<file path="src/rtl/arc4_pkg.sv">
// Shared ARC4 types: byte type, PRGA state encoding and printable-ASCII bounds
// used by the optional plaintext check in prga.
package arc4_pkg;

    typedef logic [7:0] byte_t;

    localparam byte_t ASCII_LO = 8'h20;
    localparam byte_t ASCII_HI = 8'h7E;

    typedef enum logic [3:0] {
        IDLE,
        RD_LEN,
        WAIT_LEN,
        WR_LEN,
        RD_SI,
        WAIT_SI,
        RD_SJ,
        WAIT_SJ,
        WR_SJ,
        WR_SI,
        RD_PAD,
        WAIT_PAD,
        WR_PT,
        NEXT,
        DONE
    } prga_state_e;

    function automatic logic is_printable(byte_t b);
        return (b >= ASCII_LO) && (b <= ASCII_HI);
    endfunction

endpackage

</file>
<file path="src/rtl/prga.sv">
// ARC4 keystream generator / decryptor over an S array prepared by ksa.
// Define PRGA_ASCII_CHECK_EN to flag non-printable plaintext and stop early.
module prga
    import arc4_pkg::*;
(
    input  logic       clk,
    input  logic       rst_n,
    input  logic       en,
    output logic       rdy,
    output logic [7:0] s_addr,
    input  logic [7:0] s_rddata,
    output logic [7:0] s_wrdata,
    output logic       s_wren,
    output logic [7:0] ct_addr,
    input  logic [7:0] ct_rddata,
    output logic [7:0] pt_addr,
    output logic [7:0] pt_wrdata,
    output logic       pt_wren,
    output logic       bad
);

    prga_state_e state_q, state_d;

    byte_t i_q, i_d;
    byte_t j_q, j_d;
    byte_t k_q, k_d;
    byte_t len_q, len_d;
    byte_t si_q, si_d;
    byte_t sj_q, sj_d;
    logic  last_q, last_d;
    logic  nph_q, nph_d;

    // Memory-side outputs are registered: every state holds its address on
    // the port for its whole cycle, so the wait states see a stable address.
    byte_t s_addr_q, s_addr_d;
    byte_t s_wrdata_q, s_wrdata_d;
    logic  s_wren_q, s_wren_d;
    byte_t ct_addr_q, ct_addr_d;
    byte_t pt_addr_q, pt_addr_d;
    byte_t pt_wrdata_q, pt_wrdata_d;
    logic  pt_wren_q, pt_wren_d;

`ifdef PRGA_ASCII_CHECK_EN
    logic bad_q, bad_d;
`endif

    always_ff @(posedge clk or negedge rst_n) begin
        if (!rst_n) begin
            state_q     <= IDLE;
            i_q         <= '0;
            j_q         <= '0;
            k_q         <= '0;
            len_q       <= '0;
            si_q        <= '0;
            sj_q        <= '0;
            last_q      <= 1'b0;
            nph_q       <= 1'b0;
            s_addr_q    <= '0;
            s_wrdata_q  <= '0;
            s_wren_q    <= 1'b0;
            ct_addr_q   <= '0;
            pt_addr_q   <= '0;
            pt_wrdata_q <= '0;
            pt_wren_q   <= 1'b0;
        end else begin
            state_q     <= state_d;
            i_q         <= i_d;
            j_q         <= j_d;
            k_q         <= k_d;
            len_q       <= len_d;
            si_q        <= si_d;
            sj_q        <= sj_d;
            last_q      <= last_d;
            nph_q       <= nph_d;
            s_addr_q    <= s_addr_d;
            s_wrdata_q  <= s_wrdata_d;
            s_wren_q    <= s_wren_d;
            ct_addr_q   <= ct_addr_d;
            pt_addr_q   <= pt_addr_d;
            pt_wrdata_q <= pt_wrdata_d;
            pt_wren_q   <= pt_wren_d;
        end
    end

`ifdef PRGA_ASCII_CHECK_EN
    always_ff @(posedge clk or negedge rst_n) begin
        if (!rst_n) bad_q <= 1'b0;
        else        bad_q <= bad_d;
    end
`endif

    always_comb begin
        state_d     = state_q;
        i_d         = i_q;
        j_d         = j_q;
        k_d         = k_q;
        len_d       = len_q;
        si_d        = si_q;
        sj_d        = sj_q;
        last_d      = last_q;
        nph_d       = nph_q;
        s_addr_d    = s_addr_q;
        s_wrdata_d  = s_wrdata_q;
        s_wren_d    = 1'b0;
        ct_addr_d   = ct_addr_q;
        pt_addr_d   = pt_addr_q;
        pt_wrdata_d = pt_wrdata_q;
        pt_wren_d   = 1'b0;
`ifdef PRGA_ASCII_CHECK_EN
        bad_d       = bad_q;
`endif

        unique case (state_q)
            IDLE: begin
                if (en) begin
                    state_d   = RD_LEN;
                    i_d       = '0;
                    j_d       = '0;
                    k_d       = '0;
                    nph_d     = 1'b0;
                    ct_addr_d = '0;
`ifdef PRGA_ASCII_CHECK_EN
                    bad_d     = 1'b0;
`endif
                end
            end
            RD_LEN: state_d = WAIT_LEN;
            WAIT_LEN: begin
                state_d     = WR_LEN;
                len_d       = ct_rddata;
                pt_wren_d   = 1'b1;
                pt_addr_d   = '0;
                pt_wrdata_d = ct_rddata;
            end
            WR_LEN: begin
                if (len_q == '0) begin
                    state_d = DONE;
                end else begin
                    state_d  = RD_SI;
                    k_d      = 8'd1;
                    i_d      = i_q + 8'd1;
                    s_addr_d = i_q + 8'd1;
                end
            end
            RD_SI: state_d = WAIT_SI;
            WAIT_SI: begin
                state_d  = RD_SJ;
                si_d     = s_rddata;
                j_d      = j_q + s_rddata;
                s_addr_d = j_q + s_rddata;
            end
            RD_SJ: state_d = WAIT_SJ;
            // Both swap operands are latched before either write is issued,
            // so the swap never reads a half-updated pair.
            WAIT_SJ: begin
                state_d    = WR_SJ;
                sj_d       = s_rddata;
                s_wren_d   = 1'b1;
                s_addr_d   = j_q;
                s_wrdata_d = si_q;
            end
            WR_SJ: begin
                state_d    = WR_SI;
                s_wren_d   = 1'b1;
                s_addr_d   = i_q;
                s_wrdata_d = sj_q;
            end
            WR_SI: begin
                state_d   = RD_PAD;
                s_addr_d  = si_q + sj_q;
                ct_addr_d = k_q;
            end
            RD_PAD: state_d = WAIT_PAD;
            WAIT_PAD: begin
                state_d     = WR_PT;
                pt_wren_d   = 1'b1;
                pt_addr_d   = k_q;
                pt_wrdata_d = s_rddata ^ ct_rddata;
            end
            WR_PT: begin
                state_d = NEXT;
`ifdef PRGA_ASCII_CHECK_EN
                if (!is_printable(pt_wrdata_q)) begin
                    bad_d   = 1'b1;
                    state_d = DONE;
                end
`endif
            end
            // Two cycles: the k==L compare is registered first, then acted on,
            // so k is only incremented when it is known not to be the last byte.
            NEXT: begin
                if (!nph_q) begin
                    nph_d  = 1'b1;
                    last_d = (k_q == len_q);
                end else begin
                    nph_d = 1'b0;
                    if (last_q) begin
                        state_d = DONE;
                    end else begin
                        state_d  = RD_SI;
                        k_d      = k_q + 8'd1;
                        i_d      = i_q + 8'd1;
                        s_addr_d = i_q + 8'd1;
                    end
                end
            end
            DONE:    state_d = IDLE;
            default: state_d = IDLE;
        endcase
    end

    assign rdy       = (state_q == IDLE);
    assign s_addr    = s_addr_q;
    assign s_wrdata  = s_wrdata_q;
    assign s_wren    = s_wren_q;
    assign ct_addr   = ct_addr_q;
    assign pt_addr   = pt_addr_q;
    assign pt_wrdata = pt_wrdata_q;
    assign pt_wren   = pt_wren_q;

`ifdef PRGA_ASCII_CHECK_EN
    assign bad = bad_q;
`else
    assign bad = 1'b0;
`endif

endmodule

</file>
<file path="config.mk">
export PLATFORM = sky130hd
export DESIGN_NAME = prga
export DESIGN_NICKNAME = d
export VERILOG_FILES = /design/src/rtl/arc4_pkg.sv /design/src/rtl/prga.sv
export SDC_FILE = /design/constraint.sdc
export NUM_CORES = 1
export LEC_CHECK = 0
export ABC_AREA = 0
export ABC_CLOCK_PERIOD_IN_PS = 4050
export CORE_MARGIN = 2
export CORE_UTILIZATION = 35
export DETAILED_ROUTE_END_ITERATION = 7
export GPL_TIMING_DRIVEN = 0
export HOLD_SLACK_MARGIN = 0.06
export PLACE_DENSITY = 0.52
export SYNTH_ARGS = -nofsm -noshare
export SYNTH_HDL_FRONTEND = slang
export SYNTH_SLANG_ARGS = --single-unit
</file>
<file path="constraint.sdc">
create_clock -name clk -period 4.05 [get_ports clk]
set_input_delay 0.6075 -clock clk [delete_from_list [all_inputs] [get_ports clk]]
set_output_delay 0.6075 -clock clk [all_outputs]
set_load 0.05 [all_outputs]
</file>
==> results.json <==
{
  "cts_hold_buf": 0,
  "antenna_cells": 0,
  "clkPwrFrac_pct": 18.9,
  "drv_cap": 0,
  "die_h_um": 124,
  "switchingPower_mw": 2.22,
  "start_kind": "register",
  "drive_above_1_share_pct": 9.80,
  "finalWorstSetupSlack_ns": 1.24,
  "power.density_nw_per_um2": 806,
  "drtIter0Drc": 301,
  "cp_data_arrival_time_ns": 2.20,
  "fmax_ghz": 0.356,
  "ys_ff_latch": 96,
  "ys_top_cells_by_count": "nand2_1 (118), dfrtp_1 (96), nor2_1 (37)",
  "port_buffers": 61,
  "cts_setup_buffers": 0,
  "finClkSkew_ns": 0.00753,
  "wl_per_cell_um": 17.4,
  "yosysTopAreaCell": "dfrtp_1",
  "synth-async-reset-ratio_pct": 100,
  "grt_max_degree": 53,
  "rsz0062_at_grt": "no",
  "num_rows": 43,
  "dr_total_vias": 4118,
  "syn_area_per_cell_sq_um": 9.42,
  "viasPerCell": 5.20,
  "fin_cells": 792,
  "drt_wl_total_um": 13800,
  "synth_nets": 571,
  "required_ns": 3.44,
  "overflow": 0,
  "ctsResizeCount": 0,
  "hold_viol": 0,
  "cts_root_buf": "clkbuf_16",
  "outcome": "completed",
  "synth_edf_count": 0,
  "clk_latency_ns": 0.36,
  "syn_to_final_growth_pct": 23.6,
  "placedCellCount": 776,
  "ys_warn_count": 0,
  "synthCells": 534,
  "p_int_mw": 2.80,
  "fp.coreArea_sq_um": 14000,
  "pre_cts_ws_ns": 1.15,
  "crit_fanout": 10,
  "synth.distinct_cells": 59,
  "h-tree-depth": 3,
  "cts_tree": "built",
  "worstSetupEndpointType": "primary output",
  "die_x_um": 124,
  "hp-class": "in -> async",
  "drc_errors": 0,
  "cts-buffers-inserted": 9,
  "worst-slew-pin-transition_ns": 0.828,
  "synth_ff_type": "dfrtp_1",
  "comb_power_share_pct": 50.2,
  "post-route-period-util_pct": 69.3,
  "syn_area_sq_um": 5030,
  "synthTopCellsByArea": "dfrtp_1 (48%), nand2_1 (8.8%), ha_1 (4.0%)",
  "clk_path_buf_depth": 2,
  "grt_pass1_vias": 4051,
  "maxSlewViolCount": 0,
  "synth.most_common_cell": "nand2_1",
  "min_period_ns": 2.81,
  "dp_hpwl_um": 10000,
  "start_util_pct": 36.0,
  "path_class": "reg -> out",
  "ys_seq_area_share_pct": 47.7,
  "synth_top_area_share_pct": 47.7,
  "gp_congestion": 0.838,
  "antenna_found_initial": 0,
  "die_area_sq_um": 15400,
  "cts.clk_slew.worst_paths_ns": 0.07,
  "groute.usage.overall_pct": 19.4,
  "detail-route-antenna-nets": 0,
  "swShare_pct": 44.2,
  "ios": 63,
  "relSlewSlack_pct": 44.4,
  "grt_pass1_wl_um": 22300,
  "dr.pass1.iters": 4,
  "p_leak_nw": 2.74,
  "ir_drop_mv": 0.421,
  "setup_viol": 0,
  "pwr-share-seq_pct": 30.9,
  "nets": 644,
  "final_util_pct": 44.5,
  "cts_sinks": 96
}
[worst max-delay path, cell delays in order, from the launching register on]
cell and delay [ns]:
dfrtp_1 0.36, buf_4 0.17, nor4_4 0.43, clkdlybuf4s50_1 0.88
[state kept, by name, summed over array words and instances (netlist names), 4 cells and up]
name / flops
pt_addr: 8
k_q: 8
ct_addr: 8
len_q: 8
si_q: 8
sj_q: 8
pt_wrdata: 8
s_addr: 8
state_q: 4
j_q: 8
i_q: 8
s_wrdata: 8
[logic make-up after synthesis]
logic type	synth area share, %
compound gates	18.9
xor+xnor	4.53
fa+ha+maj	4.77
buf+inv	3.88
flops	47.7
mux	2.81
other cells	0.0745
simple gates	17.3
[stage by stage]
stage               total power, mW  hold slack, ns  instance area [sq um]  TNS, ns
finish                         5.01           0.261                   6220        0
global route                   5.39           0.298                   6220        0
CTS                            5.06           0.284                   6220        0
detailed placement             4.09           0.471                   5890        0
global placement               4.04           0.463                   5870  -129.06
floorplan                      3.32           0.312                   5030        0
[layout by cell type (no fill, tap or decap), types with 3 or more instances in the layout]
cell type,count
a22o_1,13
clkbuf_1,10
ha_1,16
and3_1,4
nor2_1,37
buf_6,3
a22oi_1,7
nand2b_1,3
o31ai_2,5
dfrtp_1,96
a21o_1,3
mux2i_1,4
o22ai_1,12
clkdlybuf4s50_1,60
nand4_1,5
o21ai_0,30
xnor2_1,18
buf_4,6
a31oi_1,12
a21oi_1,22
o21ai_1,17
buf_2,9
inv_1,11
xor2_1,8
nand2_1,118
o31ai_1,3
mux2_2,9
clkbuf_16,9
nand3_1,11
a221oi_1,4
[power by group through the flow]
stage / Clock (mW) / Combinational (mW) / Sequential, mW
finish: 0.947 / 2.52 / 1.55
global route: 1.01 / 2.78 / 1.60
CTS: 0.971 / 2.54 / 1.55
detailed placement: 0 / 2.52 / 1.57
global placement: 0 / 2.48 / 1.56
floorplan: 0 / 1.42 / 1.90
[area by class of cell]
| class | instances | area (sq um) |
|---|---|---|
| tap | 180 | 225 |
| clock buffer | 10 | 239 |
| clock inverter | 6 | 90.1 |
| timing repair buffer | 62 | 636 |
| fill | 1390 | 7770 |
| multi-input combinational | 400 | 2430 |
| buffer | 27 | 154 |
| sequential | 96 | 2400 |
| inverter | 11 | 41.3 |
[per-layer routing]
metal  up-vias  track usage, %  part of all wire (%)
li1       2029               -                     -
met1      1994            27.9                    49
met2        84            29.6                    46
met3        11            3.94                   3.9
met4         0            5.48                   1.1
met5         -               0                     0
[final timing paths]
path / startpoint / endpoint / slack [ns] / cells past startpoint
max in group asynchronous: rst_n / sj_q[3]$_DFFE_PN0P_ / 3.11 / 2
hold reg to reg: s_wrdata[0]$_DFFE_PN0P_ / s_wrdata[0]$_DFFE_PN0P_ / 0.48 / 2
setup / recovery: state_q[0]$_DFFE_PN0P_ / rdy / 1.24 / 3
setup reg to reg: si_q[0]$_DFFE_PN0P_ / s_addr[4]$_DFFE_PN0P_ / 1.68 / 8
min in group clk: s_wrdata[0]$_DFFE_PN0P_ / s_wrdata[0]$_DFFE_PN0P_ / 0.48 / 2
hold / removal: rst_n / ct_addr[2]$_DFFE_PN0P_ / 0.26 / 1
Note: power is estimated with default switching activity, not from simulation.
